$ cat config.mk
export PLATFORM = sky130hd
export DESIGN_NAME = bit_serializer
export DESIGN_NICKNAME = d
export VERILOG_FILES = /design/src/rtl/serializer_pkg.sv /design/src/rtl/bit_serializer.sv
export SDC_FILE = /design/constraint.sdc
export NUM_CORES = 1
export LEC_CHECK = 0
export CAP_MARGIN = 0
export CELL_PAD_IN_SITES_DETAIL_PLACEMENT = 0
export CELL_PAD_IN_SITES_GLOBAL_PLACEMENT = 1
export CORE_UTILIZATION = 43
export CTS_BUF_LIST = sky130_fd_sc_hd__clkbuf_2
export CTS_CLUSTER_DIAMETER = 80
export DETAILED_ROUTE_END_ITERATION = 8
export PLACE_DENSITY_LB_ADDON = 0.08
export SLEW_MARGIN = 10
export SYNTH_ARGS = -nofsm -noshare
export SYNTH_HDL_FRONTEND = slang
export SYNTH_SLANG_ARGS = --single-unit
$ cat constraint.sdc
create_clock -name clk -period 6.3 [get_ports clk]
set_clock_uncertainty 0.15 [all_clocks]
set_input_delay 0.945 -clock clk [delete_from_list [all_inputs] [get_ports clk]]
set_output_delay 0.945 -clock clk [all_outputs]
set_load 0.02 [all_outputs]
$ cat src/rtl/serializer_pkg.sv
// serializer_pkg: shared constants and FSM encoding for bit_serializer.
//   Holds serializer items only; the downstream 1101 detector keeps its own encodings.
package serializer_pkg;

  localparam int unsigned DEFAULT_WIDTH      = 8;
  localparam int unsigned DEFAULT_GAP_CYCLES = 0;
  // Gap counter holds GAP_CYCLES-1, so 8 bits cover the 0..255 range.
  localparam int unsigned GAP_CNT_W          = 8;
  localparam int unsigned DEFAULT_CNT_W      = $clog2(DEFAULT_WIDTH);

  typedef enum logic [1:0] {
    IDLE  = 2'b00,
    SHIFT = 2'b01,
    GAP   = 2'b10
  } ser_state_e;

  // Bit counter width for a given word width; WIDTH is at least 2.
  function automatic int unsigned cnt_width(input int unsigned width);
    return (width < 2) ? 1 : $clog2(width);
  endfunction

endpackage

$ cat src/rtl/bit_serializer.sv
// bit_serializer: parallel-to-serial front end feeding the 1101 detector.
//   Accepts WIDTH-bit words over valid/ready into a 1-entry pending register,
//   then shifts them out one bit per clock, with an optional idle gap per word.
// Ports:
//   clk          - system clock, rising edge
//   reset        - asynchronous, active-high reset
//   clear        - synchronous flush of pending and in-flight word
//   in_data      - parallel word (WIDTH bits)
//   in_valid     - in_data is valid
//   in_ready     - registered, high when the pending register is empty
//   serial_out   - serial bit, drives the detector's data_in
//   serial_valid - serial_out carries a live bit
//   word_done    - pulse concurrent with the last bit of a word
//   busy         - pending word present or FSM not idle
module bit_serializer
  import serializer_pkg::*;
#(
  parameter int unsigned WIDTH      = DEFAULT_WIDTH,
  parameter bit          MSB_FIRST  = 1'b1,
  parameter int unsigned GAP_CYCLES = DEFAULT_GAP_CYCLES
) (
  input  logic             clk,
  input  logic             reset,
  input  logic             clear,
  input  logic [WIDTH-1:0] in_data,
  input  logic             in_valid,
  output logic             in_ready,
  output logic             serial_out,
  output logic             serial_valid,
  output logic             word_done,
  output logic             busy
);

  localparam int unsigned          CNT_W    = cnt_width(WIDTH);
  localparam logic [CNT_W-1:0]     LAST_BIT = CNT_W'(WIDTH - 1);
  localparam logic [GAP_CNT_W-1:0] GAP_LOAD = GAP_CNT_W'((GAP_CYCLES > 0) ? (GAP_CYCLES - 1) : 0);

  ser_state_e             state_q, state_d;
  logic [WIDTH-1:0]       shreg_q, shreg_d;
  logic [CNT_W-1:0]       cnt_q, cnt_d;
  logic [GAP_CNT_W-1:0]   gap_q, gap_d;
  logic [WIDTH-1:0]       pend_data_q, pend_data_d;
  logic                   pend_valid_q, pend_valid_d;
  logic                   load;
  logic                   accept;
  logic                   sout_d, svalid_d, done_d, busy_d, ready_d;

  // Bit presented first from a word, per transmission order.
  function automatic logic head_bit(input logic [WIDTH-1:0] w);
    return MSB_FIRST ? w[WIDTH-1] : w[0];
  endfunction

  // Advance the shift register by one bit towards the head.
  function automatic logic [WIDTH-1:0] shift_once(input logic [WIDTH-1:0] w);
    return MSB_FIRST ? {w[WIDTH-2:0], 1'b0} : {1'b0, w[WIDTH-1:1]};
  endfunction

  // Next-state, datapath and registered-output inputs.
  always_comb begin
    state_d      = state_q;
    shreg_d      = shreg_q;
    cnt_d        = cnt_q;
    gap_d        = gap_q;
    pend_data_d  = pend_data_q;
    pend_valid_d = pend_valid_q;
    load         = 1'b0;
    accept       = in_valid & ~pend_valid_q;

    case (state_q)
      IDLE: begin
        if (pend_valid_q) load = 1'b1;
      end
      SHIFT: begin
        if (cnt_q == LAST_BIT) begin
          if (GAP_CYCLES > 0) begin
            state_d = GAP;
            gap_d   = GAP_LOAD;
            cnt_d   = '0;
          end else if (pend_valid_q) begin
            load = 1'b1;
          end else begin
            state_d = IDLE;
            cnt_d   = '0;
          end
        end else begin
          shreg_d = shift_once(shreg_q);
          cnt_d   = cnt_q + CNT_W'(1);
        end
      end
      GAP: begin
        if (gap_q == '0) begin
          if (pend_valid_q) load = 1'b1;
          else              state_d = IDLE;
        end else begin
          gap_d = gap_q - GAP_CNT_W'(1);
        end
      end
      default: state_d = IDLE;
    endcase

    // Pending word moves into the shifter; pending and accept never coincide.
    if (load) begin
      state_d      = SHIFT;
      shreg_d      = pend_data_q;
      cnt_d        = '0;
      pend_valid_d = 1'b0;
    end

    if (accept) begin
      pend_data_d  = in_data;
      pend_valid_d = 1'b1;
    end

    // Flush drops the pending word, any word offered now, and the in-flight word.
    if (clear) begin
      state_d      = IDLE;
      cnt_d        = '0;
      gap_d        = '0;
      pend_valid_d = 1'b0;
    end

    // Outputs are registered from next-state so they align with the shifter.
    svalid_d = (state_d == SHIFT);
    sout_d   = (state_d == SHIFT) & head_bit(shreg_d);
    done_d   = (state_d == SHIFT) & (cnt_d == LAST_BIT);
    busy_d   = pend_valid_d | (state_d != IDLE);
    ready_d  = ~pend_valid_d;
  end

  // State, datapath and output registers.
  always_ff @(posedge clk or posedge reset) begin
    if (reset) begin
      state_q      <= IDLE;
      shreg_q      <= '0;
      cnt_q        <= '0;
      gap_q        <= '0;
      pend_data_q  <= '0;
      pend_valid_q <= 1'b0;
      serial_out   <= 1'b0;
      serial_valid <= 1'b0;
      word_done    <= 1'b0;
      busy         <= 1'b0;
      in_ready     <= 1'b1;
    end else begin
      state_q      <= state_d;
      shreg_q      <= shreg_d;
      cnt_q        <= cnt_d;
      gap_q        <= gap_d;
      pend_data_q  <= pend_data_d;
      pend_valid_q <= pend_valid_d;
      serial_out   <= sout_d;
      serial_valid <= svalid_d;
      word_done    <= done_d;
      busy         <= busy_d;
      in_ready     <= ready_d;
    end
  end

endmodule
* After elaboration in Yosys (flattened, before gate mapping)
Index checks and enable logic that the tools add are counted.
Word-level totals: bits in registers 35, output and inout port bits 5, input port bits 12, logic and storage cells 58
Cells by class: mux-type cells 24, add/subtract/negate cells 2, equal/unequal tests 7, bitwise gates (word level) 6, reductions and logical operators 7
Operators with widths (count):
- $mux W8 | 6
- $mux W3 | 5
- $mux W2 | 5
- $logic_not A8 Y1 | 1
- $sub A8 B1 Y8 const B | 1
- $eq A3 B3 Y1 const B | 2
- $mux W1 | 6
- $pmux W2 S3 | 1
- $reduce_bool A2 Y1 | 3
- $eq A2 B1 Y1 const B | 2
- $ne A2 B2 Y1 const B | 2
- $reduce_and A2 Y1 | 2
- $add A3 B1 Y3 const B | 1
- $and A1 B1 Y1 | 3
- $pmux W1 S3 | 1
- $eq A2 B2 Y1 const B | 1
- $logic_not A2 Y1 | 1
- $not A1 Y1 | 2
- $or A1 B1 Y1 | 1

* Longest topological paths before layout
depth in word-level cells 7, depth in mapped cells 9, depth with buffers taken out 7

* Worst setup path before layout
No wires, ideal clock.
path type register -> register, start point reg gap_q[0], end point reg shreg_q[1], period minus slack after synthesis 2375 ps, arrival time 2145 ps, setup time 79 ps, data required time 6071 ps, stages on the path, launching flop included 9, path buffers 1, slack 3925 ps, cells stage by stage dfrtp_1 -> inv_1 -> ha_1 -> or3b_2 -> o21a_1 -> buf_6 -> o311ai_4 -> a21boi_4 -> a2bb2oi_1
Between the ends: word-level cells in the longest chain between the ends 5, elaborated cells on any way between the ends 7, those cells by class eq/ne (1); mux (3); reduce/logical (3)
RTL lines:
- start: declaration | line bit_serializer.sv:41 | logic [GAP_CNT_W-1:0] gap_q, gap_d;
- start signal: assignment | line bit_serializer.sv:148 | gap_q <= gap_d;
- $logic_not A8 Y1 * | line bit_serializer.sv:91 | if (gap_q == '0) begin
- $mux W1 * | line bit_serializer.sv:91
- $pmux W1 S3 * | line bit_serializer.sv:69 | case (state_q)
- $ne A2 B2 Y1 (no line) or $reduce_bool A2 Y1 (tied branches)
- $reduce_and A2 Y1 (no line)
- end signal: assignment | line bit_serializer.sv:146 | shreg_q <= shreg_d;
- end: declaration | line bit_serializer.sv:39 | logic [WIDTH-1:0] shreg_q, shreg_d;
Every way passes the cells marked *; elsewhere a longest branch is shown, timed or not. A chain may end at the register's enable or synchronous reset.

* Worst setup path in the final report
start point reg gap_q[0], end point reg shreg_q[3]
Same word-level chain as after synthesis.

==> impl_metrics.py <==
metrics = {
    "power": {
        "p_switching_mw": 0.135,
        "swShare_pct": 26.8,
        "powerDensity_mw_per_mm2": 249,
        "pwr-share-comb_pct": 18.6,
        "max-vdd-ir-drop_mv": 0.151,
        "clock_power_share_pct": 27.6,
        "power_frac_seq_pct": 53.8,
        "power.leakage_nw": 0.962,
        "p_int_mw": 0.370,
    },
    "placement": {
        "dp_slack_ps": 3490,
        "gp_congestion": 0.777,
        "io_buffer_count": 16,
        "dp_hpwl_mm": 2.31,
    },
    "yosys": {
        "yosysMostFrequentCell": "dfrtp_1",
        "synth_cell_types": 41,
        "yosys.area.top_type": "dfrtp_1",
        "synth_area_leaders": "dfrtp_1, ha_1, mux2_2",
        "syn_area_mm2": 0.00177,
        "synth-seq-area-share_pct": 49.6,
        "ys.flop_type": "dfrtp_1",
        "synthArstFlopShare_pct": 100,
        "synth_nets": 177,
        "synth_seq_cells": 35,
        "synth_edf_count": 0,
        "yosys.area.top_type_share_pct": 48.1,
        "syn_avg_cell_area_um2": 11.3,
        "yosys_warnings": 0,
        "synth_common_cells": "dfrtp_1, nor2_1, inv_1",
        "synthCells": 157,
    },
    "route": {
        "viasPerCell": 5.46,
        "wl_mm": 3.29,
        "drt_pre_antenna_iters": 5,
        "wl_per_cell_um": 14.7,
        "dr.first_iter.drc_count": 103,
        "ant_nets": 0,
        "dr_total_vias": 1224,
        "drc_errors": 0,
    },
    "cts": {
        "cts_resized": 0,
        "cts_hold_buffers": 0,
        "cts_inserted_buffers": 5,
        "clock_tree.buffer_depth": 2,
        "cts_htree_levels": 2,
        "path_clk_slew_ps": 190,
        "cts_tree": "yes",
        "cts_setup_buffers": 0,
        "clk_latency_ps": 370,
        "cts-root-buf": "clkbuf_2",
        "cts.sinks": 35,
    },
    "worst_setup_path": {
        "worstPathArrival_ps": 2880,
        "crit_required_ps": 6450,
        "end_kind": "flop",
        "critPathMaxFanout": 9,
        "start_kind": "flop",
        "worstSetupPathType": "reg2reg",
        "r2r_cells": 7,
    },
    "floorplan": {
        "die_x_um": 66.1,
        "die_h_um": 66.1,
        "rows": 22,
        "die-area_mm2": 0.00438,
        "core_region_area_mm2": 0.00380,
        "start_util_pct": 46.6,
        "io_pins": 17,
    },
    "sta": {
        "clock.fmax_mhz": 367,
        "slew_viol_final": 0,
        "finalCritPeriodShare_pct": 43.3,
        "post-route-min-period_ps": 2730,
        "slew_headroom_pct": 43.8,
        "hold_viol_final": 0,
        "finalSetupViolCount": 0,
        "setup_tns_ps": 0,
        "rsz0062_at_grt": "false",
        "finalWorstSetupSlack_ps": 3570,
        "worst_slew_pin_slew_ps": 841,
    },
    "global_route": {
        "grt_pass1_vias": 1286,
        "antenna_found_initial": 0,
        "grt_use_total_pct": 19.0,
        "grt-ovfl-total": 0,
        "grt_max_degree": 36,
        "grt_pass1_wl_mm": 6.01,
    },
    "min_path": {
        "holdCritPathClass": "reg2reg",
        "hold_depth": 2,
    },
    "run_status": {
        "outcome": "finished, final reports clean",
    },
    "layout": {
        "drive_gt1_share_pct": 13.1,
        "diodes": 0,
        "syn_to_final_growth_pct": 14.6,
        "fin_nets": 195,
        "fillers": 344,
    },
    "run": {
        "cap_violations": 0,
    },
}
## power groups by stage
stage	Combinational, mW	Sequential [mW]	Clock (mW)
after global placement	0.0919	0.276	0
after global routing	0.105	0.277	0.157
after floorplan	0.0667	0.275	0
final	0.0940	0.272	0.139
after detailed placement	0.0953	0.276	0
after CTS	0.0955	0.272	0.147
## per-stage QoR
stage | utilization [%] | std cells | area, um2 | total power, mW | hold slack [ps]
6_report | 53.4 | 224 | 2030 | 0.506 | 362
5_1_grt | 53.4 | 224 | 2030 | 0.539 | 406
4_1_cts | 53.4 | 224 | 2030 | 0.514 | 383
3_5_place_dp | 51.7 | 216 | 1960 | 0.372 | 346
3_3_place_gp | 51.7 | 216 | 1960 | 0.367 | 341
2_1_floorplan | - | 157 | 1770 | 0.342 | 315
## cell type report
cell class,count,area [um2],area share [%]
clock buffers,5,25.0,1.23
clock inverters,3,38.8,1.91
inverters,9,33.8,1.67
multi-input cells,107,825,40.7
flip-flops and latches,35,877,43.3
well taps,48,60.1,2.96
repair buffers,17,168,8.27
## cell families after synthesis
logic type / Yosys count / share of synthesized area (%)
AND/OR/NAND/NOR: 42 / 12.7
flip-flops: 35 / 49.6
XOR/XNOR: 6 / 2.97
AO/OA/AOI/OAI: 35 / 15.7
multiplexers: 16 / 9.62
buffers and inverters: 15 / 3.82
adder cells (fa/ha/maj): 8 / 5.66
## routing by layer
layer	part of all wire (%)	track usage (%)	vias up
met4	0.70	7.18	0
met5	0	0	-
met1	48	23.7	600
met2	48	30.2	21
met3	3.6	6.72	2
li1	-	-	601
## registers in the layout, summed over array words and instances, names as in the netlist
signal	cells
state_q	2
word_done	1
busy	1
pend_valid_q	1
serial_out	1
serial_valid	1
shreg_q	8
gap_q	8
in_ready	1
pend_data_q	8
cnt_q	3
## final timing paths
| path | from | to | slack (ps) |
|---|---|---|---|
| worst max-delay path | gap_q[0] | shreg_q[3] | 3570 |
| worst min-delay path | pend_data_q[0] | shreg_q[0] | 360 |
| worst max register to register | gap_q[0] | shreg_q[3] | 3570 |
| worst min register to register | pend_data_q[0] | shreg_q[0] | 360 |
| max in group asynchronous | reset | in_ready | 4860 |
| min in group asynchronous | reset | pend_data_q[6] | 790 |
## critical path, stage by stage, from the launching register on
cell and delay (ps):
dfrtp_1 440, inv_1 90, ha_1 150, or3b_2 470, o21a_1 320, o311ai_4 500
a21boi_4 360, a2bb2oi_1 180
## placed cells by master (no fill, tap or decap), types with 3 or more instances in the layout
| cell type | count |
|---|---|
| a21o_1 | 6 |
| ha_1 | 8 |
| mux2_2 | 8 |
| dfrtp_1 | 34 |
| o21ai_0 | 6 |
| mux2i_1 | 8 |
| nand2_1 | 7 |
| inv_1 | 9 |
| a2bb2oi_1 | 6 |
| nor3_1 | 7 |
| nand3_1 | 4 |
| nor2b_1 | 3 |
| nor2_1 | 11 |
| clkdlybuf4s50_1 | 16 |
| xor2_1 | 4 |
| clkbuf_2 | 5 |
| a21oi_1 | 3 |
Power figures use the tool's default switching activity.
